==> src/rtl/frv_wb_arbiter.sv <==
// frv_wb_arbiter: two-master (imem, dmem) to one-slave Wishbone classic arbiter.
// The instruction and data ports of the core share one memory bus, with a single
// transaction outstanding at a time. The grant is held until the slave acks or the
// granted master drops cyc.
// Ties go round-robin, or always to dmem when FIXED_PRIO = 1.
// Optional feature: define FRV_ARB_TIMEOUT_EN to add an ack watchdog. When it fires,
// the granted master gets ack with data 32'hDEADBEEF and timeout_o pulses for one cycle.
module frv_wb_arbiter #(
  parameter int ADR_W       = 32,
  parameter bit FIXED_PRIO  = 1'b0,
  parameter int TIMEOUT_CYC = 255
) (
  input  logic             clk_i,
  input  logic             rst_i,
  input  logic             wb_imem_cyc_i,
  input  logic             wb_imem_stb_i,
  input  logic [ADR_W-1:0] wb_imem_adr_i,
  output logic [31:0]      wb_imem_dat_o,
  output logic             wb_imem_ack_o,
  input  logic             wb_dmem_cyc_i,
  input  logic             wb_dmem_stb_i,
  input  logic             wb_dmem_we_i,
  input  logic [3:0]       wb_dmem_be_i,
  input  logic [ADR_W-1:0] wb_dmem_adr_i,
  input  logic [31:0]      wb_dmem_dat_i,
  output logic [31:0]      wb_dmem_dat_o,
  output logic             wb_dmem_ack_o,
  output logic             wb_mem_cyc_o,
  output logic             wb_mem_stb_o,
  output logic             wb_mem_we_o,
  output logic [3:0]       wb_mem_sel_o,
  output logic [ADR_W-1:0] wb_mem_adr_o,
  output logic [31:0]      wb_mem_dat_o,
  input  logic [31:0]      wb_mem_dat_i,
  input  logic             wb_mem_ack_i,
  output logic             timeout_o
);

  typedef enum logic [1:0] {IDLE, GNT_I, GNT_D} state_t;
  typedef enum logic {MST_I, MST_D} mst_t;

  state_t state_q, state_d;
  mst_t   last_q, last_d;
  logic   req_i, req_d;
  logic   expire;

  assign req_i = wb_imem_cyc_i & wb_imem_stb_i;
  assign req_d = wb_dmem_cyc_i & wb_dmem_stb_i;

`ifdef FRV_ARB_TIMEOUT_EN
  localparam int CNT_W = 16;
  logic [CNT_W-1:0] wait_q;

  // The watchdog fires on the last allowed grant cycle if the slave still has not acked.
  assign expire = (state_q != IDLE) && !wb_mem_ack_i &&
                  (wait_q == CNT_W'(TIMEOUT_CYC - 1));

  // Wait counter: held at zero while idle, so each grant starts counting from zero.
  always_ff @(posedge clk_i or posedge rst_i) begin
    if (rst_i) begin
      wait_q <= '0;
    end else if (state_q == IDLE) begin
      wait_q <= '0;
    end else if (!wb_mem_ack_i) begin
      wait_q <= wait_q + 1'b1;
    end
  end
`else
  assign expire = 1'b0;
`endif

  assign timeout_o = expire;

  // State register and the last-granted master, which is used for round-robin ties.
  // NOTE: sequential state uses non-blocking assignments only, so every flop samples pre-edge values.
  always_ff @(posedge clk_i or posedge rst_i) begin
    if (rst_i) begin
      state_q <= IDLE;
      last_q  <= MST_I;
    end else begin
      state_q <= state_d;
      last_q  <= last_d;
    end
  end

  // Next state, and live routing of the bus and ack for the granted master.
  always_comb begin
    // NOTE: every output gets a default here first; a path that forgets one would infer a latch.
    state_d       = state_q;
    last_d        = last_q;
    wb_mem_cyc_o  = 1'b0;
    wb_mem_stb_o  = 1'b0;
    wb_mem_we_o   = 1'b0;
    wb_mem_sel_o  = 4'h0;
    wb_mem_adr_o  = '0;
    wb_mem_dat_o  = 32'h0;
    wb_imem_ack_o = 1'b0;
    wb_dmem_ack_o = 1'b0;
    wb_imem_dat_o = wb_mem_dat_i;
    wb_dmem_dat_o = wb_mem_dat_i;

    case (state_q)
      IDLE: begin
        if (req_d && (!req_i || FIXED_PRIO || last_q == MST_I)) begin
          state_d = GNT_D;
          last_d  = MST_D;
        end else if (req_i) begin
          state_d = GNT_I;
          last_d  = MST_I;
        end
      end
      GNT_I: begin
        wb_mem_cyc_o  = wb_imem_cyc_i & ~expire;
        wb_mem_stb_o  = wb_imem_cyc_i & wb_imem_stb_i & ~expire;
        wb_mem_sel_o  = 4'hF;
        wb_mem_adr_o  = wb_imem_adr_i;
        wb_imem_ack_o = wb_mem_ack_i | expire;
        if (expire) wb_imem_dat_o = 32'hDEADBEEF;
        if (wb_mem_ack_i || expire || !wb_imem_cyc_i) state_d = IDLE;
      end
      GNT_D: begin
        wb_mem_cyc_o  = wb_dmem_cyc_i & ~expire;
        wb_mem_stb_o  = wb_dmem_cyc_i & wb_dmem_stb_i & ~expire;
        wb_mem_we_o   = wb_dmem_we_i;
        wb_mem_sel_o  = wb_dmem_be_i;
        wb_mem_adr_o  = wb_dmem_adr_i;
        wb_mem_dat_o  = wb_dmem_dat_i;
        wb_dmem_ack_o = wb_mem_ack_i | expire;
        if (expire) wb_dmem_dat_o = 32'hDEADBEEF;
        if (wb_mem_ack_i || expire || !wb_dmem_cyc_i) state_d = IDLE;
      end
      default: state_d = IDLE;
    endcase
  end

endmodule

==> config.mk <==
export PLATFORM = sky130hd
export DESIGN_NAME = frv_wb_arbiter
export DESIGN_NICKNAME = d
export VERILOG_FILES = /design/src/rtl/frv_wb_arbiter.sv
export SDC_FILE = /design/constraint.sdc
export NUM_CORES = 1
export LEC_CHECK = 0
export CAP_MARGIN = 20
export CELL_PAD_IN_SITES_DETAIL_PLACEMENT = 2
export CELL_PAD_IN_SITES_GLOBAL_PLACEMENT = 2
export CORE_MARGIN = 5
export CORE_UTILIZATION = 10
export DETAILED_ROUTE_END_ITERATION = 12
export PLACE_DENSITY = 0.95
export SLEW_MARGIN = 10
export SYNTH_ARGS = -nofsm -noshare
export SYNTH_HDL_FRONTEND = slang
export SYNTH_SLANG_ARGS = --single-unit
export TNS_END_PERCENT = 10
==> constraint.sdc <==
create_clock -name clk_i -period 2 [get_ports clk_i]
set_clock_uncertainty 0.15 [all_clocks]
set_input_delay 0.2 -clock clk_i [delete_from_list [all_inputs] [get_ports clk_i]]
set_output_delay 0.2 -clock clk_i [all_outputs]
set_load 0.02 [all_outputs]
==> results.json <==
{
  "clk_latency_ns": 0.23,
  "first_iter_violations": 41,
  "post-route-period-util": 0.9744,
  "leakage_nw": 1.269,
  "ys_seq_area_frac": 0.04827,
  "power.switching_w": 0.001788,
  "p_sw_frac": 0.4864,
  "insertedDiodeCount": 0,
  "synth_area_sq_mm": 0.001555,
  "violations": "negative hold slack",
  "drcViolationCount": 0,
  "drive_gt1_frac": 0.2938,
  "r2r_slack_ns": 0.34,
  "r2r_end": "state_q[1]$_DFFE_PP0P_",
  "crit_path_end_kind": "output port",
  "vias_per_cell": 3.686,
  "clk_pin_slew_ns": 0.03,
  "htree_num_levels": 1,
  "synth_top_family_by_area": "buffers and inverters",
  "synth.area.top_cells": "buf_4 (34%), a22oi_1 (16%), nor2b_1 (15%), and2_1 (14%), dfrtp_1 (4.8%)",
  "hold_ws_ns": -0.006831,
  "start_kind": "flop",
  "yosysWarnings": 0,
  "cts_tree": "done",
  "globalRouteOverflowTotal": 0,
  "firstDrtPassIters": 3,
  "ir_drop_uv": 443.3,
  "cpPeakStageDelay_ns": 0.40,
  "gp_congestion": 0.7247,
  "grt_pass1_vias": 2296,
  "r2r-start": "state_q[1]$_DFFE_PP0P_",
  "grt_pass1_wl_mm": 13.03,
  "synth-xor-area-share": 0,
  "synthAdderAreaFrac": 0.03218,
  "cts_sinks": 3,
  "synth-edff-count": 0,
  "synth_cells": 217,
  "avgSynthCellArea_sq_um": 7.167,
  "synth_compound_area_frac": 0.2253,
  "die_y_um": 134.7,
  "vias": 1935,
  "grt_usage": 0.09046,
  "setup-violations-final": 0,
  "synth_nets": 361,
  "synth_top_area_cell": "buf_4",
  "syn2layout_area_growth_pct": 96.78,
  "comb_power_share": 0.878,
  "ioPinCount": 278,
  "intPower_w": 0.001888,
  "seq_power_share": 0.033,
  "row_count": 45,
  "synthSimpleGateAreaFrac": 0.3105,
  "synth_flop_cell": "dfrtp_1",
  "wl_per_cell_um": 16.71,
  "root_buffer": "clkbuf_16",
  "grt_max_degree": 26,
  "min_path_type": "in -> async",
  "cp_cell_sequence": "inv_2 > ha_4 > buf_12 > nand3_1 > a21boi_2 > buf_6",
  "synth_most_common_cell": "buf_4",
  "dieArea_sq_mm": 0.01815,
  "initial_utilization": 0.1023,
  "worstPathMaxFanout": 25,
  "critPathTopFamily": "buffers and inverters",
  "synth.distinct_cells": 23,
  "synth-seq-cells": 3,
  "r2r_cells": 6,
  "pwr_density_cell_mw_per_mm2": 1201,
  "slowest_stage": "dfrtp_1",
  "max_clock_freq_ghz": 0.5131,
  "cts-buffers-inserted": 3,
  "outcome": "finished with violations",
  "rsz0062_at_grt": "yes",
  "period_needed_ns": 1.949,
  "synthMuxAreaShare": 0,
  "synthTopCellsByCount": "buf_4 (71), nor2b_1 (37), and2_1 (35)",
  "post-route-util": 0.2013,
  "die_x_um": 134.7,
  "power_w": 0.003677,
  "ys_async_sr_fraction": 1.000,
  "critPathKind": "reg -> out",
  "path_buf_inv": 3,
  "maxCapViolCount": 0,
  "dp_hpwl_mm": 7.333,
  "drtAntennaViolNets": 0,
  "clockBufferDepth": 2,
  "routed_wl_mm": 8.773,
  "clock_power_share": 0.088,
  "final_nets": 482,
  "port_buffers": 180,
  "hold_viol": 3,
  "arrival_ns": 1.60,
  "finalMaxSlewViolations": 0,
  "coreArea_sq_mm": 0.01520,
  "yosysTopAreaCellShare": 0.3427,
  "antenna_found_initial": 0,
  "cp.required_ns": 1.65
}
-- cells in the final DEF, fill, tap and decap left out, types with 2 or more instances in the layout --
master,netlist,final
nand2_1,2,2
clkbuf_2,0,11
buf_2,3,41
clkdlybuf4s15_2,0,7
a22oi_1,33,33
dfrtp_1,3,3
o22ai_1,2,2
clkdlybuf4s50_1,0,107
and2_1,35,35
nand3_1,3,3
nor2b_1,37,37
buf_12,0,5
clkbuf_16,0,3
a2bb2oi_1,2,2
buf_4,71,23
ha_4,0,3
inv_2,0,2
a21oi_1,4,4
-- per-layer routing --
layer,vias up,GRT usage,wire [um]
met5,-,0,0
met4,0,0.04072,291
met3,36,0.02608,698
met2,116,0.1784,4832
met1,882,0.08524,2951
li1,901,-,-
-- how the worst max path moves through the flow --
stage | startpoint | endpoint | slack [ns] | depth (start not counted)
floorplan | state_q[0]$_DFFE_PP0P_ | wb_mem_adr_o[10] | 0.25 | 5
global placement | state_q[0]$_DFFE_PP0P_ | wb_mem_adr_o[23] | -0.13 | 6
detailed placement | state_q[0]$_DFFE_PP0P_ | wb_mem_stb_o | -0.26 | 6
CTS | state_q[0]$_DFFE_PP0P_ | wb_mem_stb_o | -0.1 | 6
global route | state_q[0]$_DFFE_PP0P_ | wb_mem_adr_o[28] | -0.06 | 6
finish | state_q[0]$_DFFE_PP0P_ | wb_mem_stb_o | 0.05 | 6
-- power by group through the flow --
| stage | Combinational [W] | Clock [W] | Sequential (W) |
|---|---|---|---|
| 5_1_grt | 0.00351 | 0.000337 | 0.000127 |
| 3_5_place_dp | 0.00346 | 0 | 0.000121 |
| 3_3_place_gp | 0.00332 | 0 | 0.000112 |
| 4_1_cts | 0.00340 | 0.000331 | 0.000124 |
| 6_report | 0.00323 | 0.000324 | 0.000123 |
| 2_1_floorplan | 0.00199 | 0 | 0.000110 |
-- final cells by class --
type / count / area [sq um]
repair buffers: 197 / 1732
inverters: 3 / 11.26
flip-flops and latches: 3 / 75.07
multi-input cells: 130 / 928.4
well taps: 188 / 235.2
fillers: 1788 / 12140
clock buffers: 4 / 78.83
-- registers in the layout, indices dropped and copies added (netlist names) --
| signal | cells |
|---|---|
| state_q | 2 |
| last_q | 1 |
-- through the flow --
| step | setup TNS (ns) | hold slack (ns) | setup slack (ns) | cells | instance area, sq um |
|---|---|---|---|---|---|
| 2_1_floorplan | 0 | -0.1964 | 0.2455 | 217 | 1555 |
| 3_3_place_gp | -4.358 | 0.2456 | -0.1251 | 519 | 3191 |
| 3_5_place_dp | -11.22 | 0.2337 | -0.2628 | 519 | 3191 |
| 4_1_cts | -0.2830 | 0.0008730 | -0.09755 | 525 | 3208 |
| 5_1_grt | -0.6888 | 0.03042 | -0.05772 | 525 | 3060 |
| 6_report | 0 | -0.006831 | 0.05119 | 525 | 3060 |
-- timing repair --
| action | 4_1_cts | 5_1_grt |
|---|---|---|
| buffers inserted | 1 | 0 |
| cloned | 1 | 0 |
| endpoints found under the setup margin | 73 | 49 |
| pin swaps | 1 | 2 |
| gates resized for setup | 236 | 57 |
| hold buffers | 0 | 0 |
-- cell families (layout without fill, tap and decap cells) --
group,Yosys count,in the layout
flops,3,3
buf+inv,84,204
fa+ha+maj,4,4
compound gates,46,46
simple gates,79,79
other cells,1,1
Power figures use the tool's default switching activity.
